**src/rtl/inst_encoder.sv**
```systemverilog
`default_nettype none
// ============================================================================
// Module      : inst_encoder
// Description : Packs R/I/J instruction fields into a 32-bit word, tags each
//               word with a running byte address and queues it in a 2-entry
//               FIFO. ERR_T inputs are dropped and counted (sticky err flag,
//               saturating err_cnt).
//               Optional macro ENC_CHECK_EN also drops inputs whose opcode
//               does not belong to the declared instruction type.
// Revision    : 1.0 - initial release
// ============================================================================

`ifndef R_TYPE
`define R_TYPE 2'd0
`endif
`ifndef I_TYPE
`define I_TYPE 2'd1
`endif
`ifndef J_TYPE
`define J_TYPE 2'd2
`endif
`ifndef ERR_T
`define ERR_T 2'd3
`endif
`ifndef OP_WIDTH
`define OP_WIDTH 6
`endif
`ifndef REG_ADDR_W
`define REG_ADDR_W 5
`endif
`ifndef WORD_INDEX_W
`define WORD_INDEX_W 5
`endif
`ifndef FUNCT_WIDTH
`define FUNCT_WIDTH 6
`endif
`ifndef IMM_WIDTH
`define IMM_WIDTH 16
`endif
`ifndef J_ADDR_WIDTH
`define J_ADDR_WIDTH 26
`endif
`ifndef R_R
`define R_R 6'h00
`endif
`ifndef J
`define J 6'h02
`endif
`ifndef LW
`define LW 6'h23
`endif
`ifndef SW
`define SW 6'h2B
`endif
`ifndef BEQ
`define BEQ 6'h04
`endif
`ifndef BNE
`define BNE 6'h05
`endif
`ifndef BLEZ
`define BLEZ 6'h06
`endif
`ifndef BGTZ
`define BGTZ 6'h07
`endif
`ifndef BGEZ_BLTZ
`define BGEZ_BLTZ 6'h01
`endif

module inst_encoder #(
  parameter int          W         = 32,
  parameter logic [31:0] BASE_ADDR = 32'h0000_0000
) (
  input  logic                     clk,
  input  logic                     rst,
  input  logic                     in_valid,
  output logic                     in_ready,
  input  logic [1:0]               inst_type,
  input  logic [`OP_WIDTH-1:0]     op_code,
  input  logic [`REG_ADDR_W-1:0]   rs,
  input  logic [`REG_ADDR_W-1:0]   rt,
  input  logic [`REG_ADDR_W-1:0]   rd,
  input  logic [`WORD_INDEX_W-1:0] shamt,
  input  logic [`FUNCT_WIDTH-1:0]  funct,
  input  logic [`IMM_WIDTH-1:0]    imm,
  input  logic [`J_ADDR_WIDTH-1:0] j_addr,
  output logic                     out_valid,
  input  logic                     out_ready,
  output logic [W-1:0]             out_inst,
  output logic [W-1:0]             out_addr,
  output logic                     err,
  output logic [7:0]               err_cnt
);

  // FIFO is two explicit slots: head (presented on the outputs) and tail.
  logic [1:0]   count_q, count_d;
  logic [W-1:0] head_inst_q, head_inst_d, tail_inst_q, tail_inst_d;
  logic [W-1:0] head_addr_q, head_addr_d, tail_addr_q, tail_addr_d;
  logic [31:0]  addr_q, addr_d;
  logic         err_q, err_d;
  logic [7:0]   err_cnt_q, err_cnt_d;

  logic [31:0]  packed_word;
  logic         type_mismatch;
  logic         accept, drop, push, pop;
  logic [1:0]   count_after_pop;

  assign in_ready  = (count_q < 2'd2) && !rst;
  assign accept    = in_valid && in_ready;
  assign out_valid = (count_q != 2'd0);
  assign pop       = out_valid && out_ready;

  // Field packing selected by the declared instruction type.
  always_comb begin
    packed_word = '0;
    case (inst_type)
      `R_TYPE: packed_word = {op_code, rs, rt, rd, shamt, funct};
      `I_TYPE: packed_word = {op_code, rs, rt, imm};
      `J_TYPE: packed_word = {op_code, j_addr};
      default: packed_word = '0;
    endcase
  end

`ifdef ENC_CHECK_EN
  // Flag opcodes that do not belong to the declared instruction type.
  always_comb begin
    type_mismatch = 1'b0;
    case (inst_type)
      `R_TYPE: type_mismatch = (op_code != `R_R);
      `J_TYPE: type_mismatch = (op_code != `J);
      `I_TYPE: type_mismatch = !(op_code inside {`LW, `SW, `BEQ, `BNE,
                                                 `BLEZ, `BGTZ, `BGEZ_BLTZ});
      default: type_mismatch = 1'b0;
    endcase
  end
`else
  assign type_mismatch = 1'b0;
`endif

  assign drop = accept && ((inst_type == `ERR_T) || type_mismatch);
  assign push = accept && !drop;

  // Next-state: pop shifts tail to head, then a push fills the first free slot.
  always_comb begin
    head_inst_d     = head_inst_q;
    head_addr_d     = head_addr_q;
    tail_inst_d     = tail_inst_q;
    tail_addr_d     = tail_addr_q;
    addr_d          = addr_q;
    err_d           = err_q;
    err_cnt_d       = err_cnt_q;
    count_after_pop = count_q - {1'b0, pop};

    if (pop) begin
      head_inst_d = tail_inst_q;
      head_addr_d = tail_addr_q;
    end

    if (push) begin
      if (count_after_pop == 2'd0) begin
        head_inst_d = W'(packed_word);
        head_addr_d = W'(addr_q);
      end else begin
        tail_inst_d = W'(packed_word);
        tail_addr_d = W'(addr_q);
      end
      addr_d = addr_q + 32'd4;
    end

    count_d = count_after_pop + {1'b0, push};

    if (drop) begin
      err_d = 1'b1;
      if (err_cnt_q != 8'hFF) begin
        err_cnt_d = err_cnt_q + 8'd1;
      end
    end
  end

  // State registers with synchronous reset that also discards queued words.
  always_ff @(posedge clk) begin
    if (rst) begin
      count_q     <= 2'd0;
      head_inst_q <= '0;
      head_addr_q <= '0;
      tail_inst_q <= '0;
      tail_addr_q <= '0;
      addr_q      <= BASE_ADDR;
      err_q       <= 1'b0;
      err_cnt_q   <= 8'd0;
    end else begin
      count_q     <= count_d;
      head_inst_q <= head_inst_d;
      head_addr_q <= head_addr_d;
      tail_inst_q <= tail_inst_d;
      tail_addr_q <= tail_addr_d;
      addr_q      <= addr_d;
      err_q       <= err_d;
      err_cnt_q   <= err_cnt_d;
    end
  end

  assign out_inst = head_inst_q;
  assign out_addr = head_addr_q;
  assign err      = err_q;
  assign err_cnt  = err_cnt_q;

endmodule

`default_nettype wire

```
**config.mk**
```make
export PLATFORM = sky130hd
export DESIGN_NAME = inst_encoder
export DESIGN_NICKNAME = d
export VERILOG_FILES = /design/src/rtl/inst_encoder.sv
export SDC_FILE = /design/constraint.sdc
export NUM_CORES = 1
export LEC_CHECK = 0
export CAP_MARGIN = 10
export CORE_MARGIN = 4
export CORE_UTILIZATION = 25
export CTS_CLUSTER_DIAMETER = 200
export CTS_CLUSTER_SIZE = 24
export DETAILED_ROUTE_END_ITERATION = 12
export GPL_ROUTABILITY_DRIVEN = 0
export PLACE_DENSITY_LB_ADDON = 0.25
export SLEW_MARGIN = 20
export SYNTH_ARGS = -nofsm -noshare
export SYNTH_HDL_FRONTEND = slang
export SYNTH_SLANG_ARGS = --single-unit
```
**constraint.sdc**
```tcl
create_clock -name clk -period 2.1 [get_ports clk]
set_clock_uncertainty 0.15 [all_clocks]
set_input_delay 0.42 -clock clk [delete_from_list [all_inputs] [get_ports clk]]
set_output_delay 0.42 -clock clk [all_outputs]
set_load 0.03 [all_outputs]
```
======== Yosys cells after proc, flatten, opt, wreduce, memory -nomap -nowiden ========
Cells that the tools add are included.
Widths: inputs -> output; s select.
cells by class
  equal/unequal tests ..................... 4
  reductions and logical operators ........ 12
  muxes and demuxes ....................... 7
  $add $sub $neg .......................... 4
  bitwise gates (word level) .............. 1
  magnitude comparators ................... 1
operators by type and width
  operator               number
  $mux 32                6
  $pmux 32 s3            1
  $add 32x3->32 const B  1
  $add 8x1->8 const B    1
  $ne 8x8->1 const B     1
  $logic_and 1x1->1      5
  $eq 2x2->1 const B     2
  $logic_not 2->1        2
  $reduce_and 2->1       2
  $add 2x1->2            1
  $eq 2x1->1 const B     1
  $logic_not 1->1        2
  $lt 2x2->1 const B     1
  $reduce_bool 2->1      1
  $sub 2x1->2            1
  $not 1->1              1
word-level totals
  word-level logic and storage cells ...... 37
  output and inout port bits .............. 75
  flip-flop bits (word level) ............. 171
  input bits .............................. 80

======== Depth between registers and ports, before layout ========
Gate-level depths: netlist (run 1).
  word-level depth ........................ 7
  gate-level depth with buffers ........... 8
  depth with buffers taken out ............ 6

======== Worst setup path before layout (run 1) ========
Ideal clock, no wire load.
  path kind ............................... input to output
  start ................................... input port rst
  end ..................................... output port in_ready
  path slack .............................. -0.116 ns
  stages on the path ...................... 5
  required time ........................... 1.530 ns
  data arrival time ....................... 1.646 ns
  buffers on the path ..................... 4
  cells stage by stage .................... buf_6 > clkbuf_1 > buf_1 > clkbuf_1 > nor2_1
between the ends
  longest elaborated chain between the ends .. 2
RTL lines
  element            line  RTL
  start, declared    76    input logic rst,
  $logic_not 1->1    109   assign in_ready = (count_q < 2'd2) && !rst;
  $logic_and 1x1->1  109
  end, declared      78    output logic in_ready,
No other way between the ends.

======== Final worst setup path (run 1) ========
  start ................................... register head_inst_q[12], in the netlist out_inst[12]
  end ..................................... output port out_inst[12]
RTL lines
  element                 line  RTL
  start, declared         98    logic [W-1:0] head_inst_q, head_inst_d, tail_inst_q, tail_inst_d;
  start signal, assigned  194   head_inst_q <= head_inst_d;
  end, declared           90    output logic [W-1:0] out_inst,
No word-level cell between the ends.

==> flow_summary.toml, run 1 <==
[status]
status = "complete, no violations"

[timing]
holdWs_ns = 0.1553
worst_slew_pin_slew_ns = 0.8171
fin_crit_sh = 0.9784
final-setup-viol-count = 0
worst_slack_ns = 0.04541
max_slew_margin = 0.4553
slew_violations = 0
rsz0062_at_grt = "false"
layout_min_cycle_time_ns = 2.055
finalHoldViolCount = 0
max_freq_ghz = 0.4867
finalSetupTns_ns = 0

[placed_design]
dpl.hpwl_um = 15390
portBuffers = 154
placed_area_um2 = 10070
place_ws_ns = -0.4773

[setup_path]
max_stage_delay_ns = 0.72
criticalPathCategory = "reg2out"
cp-end-kind = "primary output"
worstPathMaxFanout = 2
crit_cells = 1
cp.arrival_ns = 1.48
crit_end = "out_inst[12]"
critical_path_required_ns = 1.53
crit_chain = "clkdlybuf4s50_1"
cp_slowest_cell = "clkdlybuf4s50_1"
cp-startpoint = "out_inst[12]"
cp_top_family = "buffers and inverters"
reg2reg_from = "count_q[1]"
r2r_slack_ns = 0.17
reg2reg_depth = 7
cp-start-kind = "flip-flop"
cp.buffers_inverters = 1
r2r-end = "tail_inst_q[4]"

[global_route]
grt_overflow_total = 0
grtUsageTotal = 0.1303
grt_max_degree = 78
grt_pass1_vias = 6569
grt_pass1_wl_um = 35810
antenna_found_initial = 0

[power_and_ir_drop]
power_mw = 7.405
ir_drop_uv = 523.2
p_switching_mw = 1.982
seq_power_share = 0.447
comb_power_share = 0.139
power_frac_clock = 0.414
p_int_mw = 5.423
power.density_nw_per_um2 = 690.8
swShare = 0.2677
p_leak_nw = 4.391

[synthesis]
yosys-top-cells-area = "dfxtp_1 44%, mux2i_1 10%, a211oi_1 7.4%, nand2_1 5.1%, a21oi_1 4.1%"
yosysMostFrequentCell = "dfxtp_1"
ys_seq_area_frac = 0.4365
synth-seq-cells = 167
yosys-top-cells-count = "167 x dfxtp_1, 104 x nand2_1, 80 x mux2i_1"
synthFlopType = "dfxtp_1"
avgSynthCellArea_um2 = 9.065
synth_area_um2 = 7660
syn_nets = 928
yosysWarnings = 0
synth_edf_count = 0
synthArstFlopShare = 0
synth_cells = 845
synth_top_area_frac = 0.4365
yosys.area.top_type = "dfxtp_1"
synth_cell_types = 47

[clock_network]
htreeDepth = 4
clkSlewWorstSetupHoldPaths_ns = 0.07
numClockSinks = 167
cts_root_buf = "clkbuf_16"
cts_buffers = 17
clk_latency_ns = 0.42
clk_path_buf_depth = 2
cts_tree = "yes"

[die]
initial_core_util = 0.2557
num_rows = 63
die_x_um = 183.0
num_io_pins = 155
dieArea_um2 = 33500
coreArea_um2 = 29950
floorplan.die.height_um = 183.0

[routing]
drtAntennaViolNets = 0
initialDrtViolationCount = 297
via_count = 6719
routed_wl_um = 22350
drt-pass1-iter-count = 4
route.detailed.drc = 0
wl_per_cell_um = 15.59
vias_per_cell = 4.689

[layout]
final_layout_size_suffix_gt1_frac = 0.1707
final_nets = 1113
final_cell_area_um2 = 10720
diodes = 0
area_growth_pct = 39.94

[flow_run]
cap_violations = 0

[min_path]
min_path_type = "in2reg"
-- state kept, by name, indices dropped and copies added, names as in the netlist --
name,count
tail_addr_q,30
count_q,2
err_cnt,8
err,1
tail_inst_q,32
addr_q,30
out_inst,32
out_addr,32
-- timing repair --
action	in CTS	in global routing
buffers inserted	0	2
pin swaps	0	2
cloned	0	1
setup endpoints to repair	21	44
hold buffers	0	0
resized for setup	13	17
-- power groups by stage --
stage	clock [mW]	combinational, mW	sequential, mW
floorplan	0	0.373	3.54
global placement	0	1.03	3.38
detailed placement	0	1.04	3.39
CTS	3.18	1.04	3.31
global route	3.33	1.10	3.32
finish	3.07	1.03	3.31
-- area by class of cell --
type | count | area [um^2]
clock buffer | 21 | 450.4
clock inverter | 11 | 115.1
fill | 3072 | 19230
inverter | 7 | 26.28
multi-input combinational | 599 | 3980
sequential | 167 | 3344
tap | 390 | 488.0
timing repair buffer | 238 | 2315
-- per-stage QoR --
step,std cells,util
5_1_grt,1433,0.3579
2_1_floorplan,845,-
3_3_place_gp,1398,0.3363
6_report,1433,0.3579
4_1_cts,1430,0.3551
3_5_place_dp,1398,0.3363
-- cell families after synthesis --
family / share of synthesized area
adder cells (fa/ha/maj): 0.004901
buffers and inverters: 0.04917
AO/OA/AOI/OAI: 0.1841
AND/OR/NAND/NOR: 0.1994
multiplexers: 0.1134
flip-flops: 0.4365
XOR/XNOR: 0.01258
-- worst min-delay path by stage --
stage	end	cells after the start	start	slack, ns
2_1_floorplan	tail_addr_q[10]	2	tail_addr_q[10]	0.29
3_3_place_gp	tail_addr_q[23]	2	tail_addr_q[23]	0.29
3_5_place_dp	tail_addr_q[10]	2	tail_addr_q[10]	0.30
4_1_cts	addr_q[2]	3	rst	0.14
5_1_grt	count_q[1]	3	rst	0.15
6_report	count_q[1]	3	rst	0.16
-- metal layers --
metal	routed length (um)	GRT usage
met1	10700	0.1757
met2	10140	0.2111
met3	1320	0.03392
met4	177	0.02801
met5	0	0
-- layout by cell type, fill, tap and decap left out, types with 7 or more instances in the layout --
cell type,synthesis,routed
dfxtp_1,167,166
clkdlybuf4s50_1,0,132
nand2_1,104,103
mux2i_1,80,80
nor2_1,78,77
a211oi_1,75,74
buf_4,0,74
a21oi_1,62,62
nor2_2,18,19
nor3_2,18,18
o21ai_0,18,18
clkbuf_16,0,18
nand4_1,15,15
nand3_1,12,12
a221oi_1,12,11
dlymetal6s2s_1,0,11
or3_1,10,10
a211oi_2,8,9
xor2_1,9,9
a221oi_2,8,9
dlygate4sd2_1,0,9
buf_12,0,9
inv_1,7,7
o31ai_1,7,7
or4_1,7,7
No activity file was read; power rests on OpenSTA's default activity.
==> inputs of run 2 (changes only) <==
--- a/config.mk
+++ b/config.mk
@@ -12,7 +12,7 @@
 export CTS_CLUSTER_SIZE = 24
 export DETAILED_ROUTE_END_ITERATION = 12
 export GPL_ROUTABILITY_DRIVEN = 0
-export PLACE_DENSITY_LB_ADDON = 0.25
+export PLACE_DENSITY_LB_ADDON = 0.08
 export SLEW_MARGIN = 20
 export SYNTH_ARGS = -nofsm -noshare
 export SYNTH_HDL_FRONTEND = slang
==> run 2 against run 1 <==
Final area is 1.5% higher. Power up 1.7%. Cell count up 0.56%. Sequential share of layout area down 0.45 points. Clock power up 4%. Hold slack improved by 0.15 ns. Count of clock-buffer cells in the layout up 1. Largest cell class unchanged.
==> flow_summary.toml, run 2 (same netlist as run 1, synthesis figures left out) <==
[power_and_ir_drop]
ir_drop_uv = 413.4
p_leak_nw = 4.471
power.density_nw_per_um2 = 692.7

[timing]
rsz0062_at_grt = "false"
layout_min_cycle_time_ns = 2.052
finalHoldViolCount = 0
max_slew_margin = 0.4301
finalSetupTns_ns = 0
max_freq_ghz = 0.4874
worst_slew_pin_slew_ns = 0.8549
fin_crit_sh = 0.9771
slew_violations = 0
final-setup-viol-count = 0

[routing]
initialDrtViolationCount = 362
drtAntennaViolNets = 0
routed_wl_um = 23080
drt-pass1-iter-count = 4
wl_per_cell_um = 16.01
vias_per_cell = 4.702
via_count = 6776
route.detailed.drc = 0

[die]
initial_core_util = 0.2557
dieArea_um2 = 33500
floorplan.die.height_um = 183.0
num_io_pins = 155
num_rows = 63
die_x_um = 183.0
coreArea_um2 = 29950

[layout]
area_growth_pct = 42.00
mostFrequentLayoutCell = "dfxtp_1"
final_nets = 1121
final_layout_size_suffix_gt1_frac = 0.1789
final_cell_mix = "166 x dfxtp_1, 129 x clkdlybuf4s50_1, 104 x nand2_1"
diodes = 0
instances_no_fill = 1441
n_fill_cell = 3109

[status]
status = "complete, no violations"

[setup_path]
crit_chain = "clkdlybuf4s50_1"
worstPathMaxFanout = 2
cp_top_family = "buffers and inverters"
cp-end-kind = "primary output"
criticalPathCategory = "reg2out"
cp_slowest_cell = "clkdlybuf4s50_1"
critical_path_required_ns = 1.53
crit_cells = 1
cp.arrival_ns = 1.48
cp.buffers_inverters = 1
max_stage_delay_ns = 0.73
cp-start-kind = "flip-flop"
reg2reg_depth = 7

[placed_design]
dpl.hpwl_um = 16030
dp.cells = 1408
portBuffers = 154

[clock_network]
htreeDepth = 4
clk_path_buf_depth = 2
clk_latency_ns = 0.42
numClockSinks = 167
cts_buffers = 17
clkSlewWorstSetupHoldPaths_ns = 0.07
cts_root_buf = "clkbuf_16"
cts_tree = "yes"

[flow_run]
cap_violations = 0

[min_path]
min_path_type = "reg2reg"
hold_depth = 2

[global_route]
grt_max_degree = 66
grt_pass1_wl_um = 36780
grt_pass1_vias = 6592
grt_overflow_total = 0
grtUsageTotal = 0.1356
antenna_found_initial = 0
==> run 2: cell types whose count changed in the layout (fill, tap and decap cells not counted), moves of 2 or more <==
cell             previous run  this run
a21oi_2                     0         2
buf_12                      9        15
a21oi_1                    62        60
buf_4                      74        76
dlygate4sd2_1               9        11
clkdlybuf4s50_1           132       129
inv_6                       4         1
==> run 2: path summary, 6_finish.rpt <==
path                   from               to  slack, ns
min reg2reg  tail_addr_q[5]   tail_addr_q[5]       0.30
min          tail_addr_q[5]   tail_addr_q[5]       0.30
max            out_inst[15]     out_inst[15]       0.05
max reg2reg      count_q[1]  tail_addr_q[13]       0.11
==> run 2: cell type report <==
type                       count  area [um^2]  share of cell area
tap                          390        488.0             0.04486
inverter                       7        26.28            0.002416
sequential                   167         3344              0.3075
timing repair buffer         246         2456              0.2258
clock inverter                10        121.4             0.01116
clock buffer                  22        464.2             0.04268
multi-input combinational    599         3976              0.3656
==> run 2: what timing repair did <==
item / in CTS / in global routing
gates resized for setup: 14 / 19
hold buffers: 0 / 0
pin swaps: 0 / 1
endpoints found under the setup margin: 12 / 70
buffers inserted: 0 / 0
gates cloned: 0 / 1
==> run 2: routing by layer <==
layer / GRT usage / vias up / wire (um) / share of wire
met1: 0.1898 / 3199 / 11510 / 0.50
li1: - / 3436 / - / -
met4: 0.02861 / 0 / 163 / 0.0071
met3: 0.03094 / 9 / 884 / 0.038
met2: 0.2151 / 132 / 10520 / 0.46
met5: 0 / - / 0 / 0
==> run 2: power by group <==
| part | total, mW | internal (mW) | switching (mW) | leakage, nW |
|---|---|---|---|---|
| registers | 3.31 | 3.26 | 0.0512 | 1.36 |
| clock network | 3.19 | 1.82 | 1.36 | 0.273 |
| logic | 1.04 | 0.483 | 0.555 | 2.84 |
| total | 7.53 | 5.57 | 1.97 | 4.47 |
==> run 2: per-stage QoR <==
step	power [mW]	hold slack, ns	area (um^2)	setup WS (ns)	utilization
after floorplan	3.909	0.2857	7664	0.006719	-
after global placement	4.435	0.2931	10220	-0.4252	0.3413
after detailed placement	4.434	0.2958	10220	-0.4263	0.3413
after CTS	7.672	0.3049	10800	0.005610	0.3604
after global routing	7.886	0.3220	10880	0.0001398	0.3631
final	7.534	0.3035	10880	0.04812	0.3631
==> inputs of run 3 (changes only) <==
--- a/config.mk
+++ b/config.mk
@@ -9,7 +9,7 @@
 export CORE_MARGIN = 4
 export CORE_UTILIZATION = 25
 export CTS_CLUSTER_DIAMETER = 200
-export CTS_CLUSTER_SIZE = 24
+export CTS_CLUSTER_SIZE = 20
 export DETAILED_ROUTE_END_ITERATION = 12
 export GPL_ROUTABILITY_DRIVEN = 0
 export PLACE_DENSITY_LB_ADDON = 0.08
==> results of run 3 <==
Same layout as run 2: the final DEF is identical, and so are final timing and power.
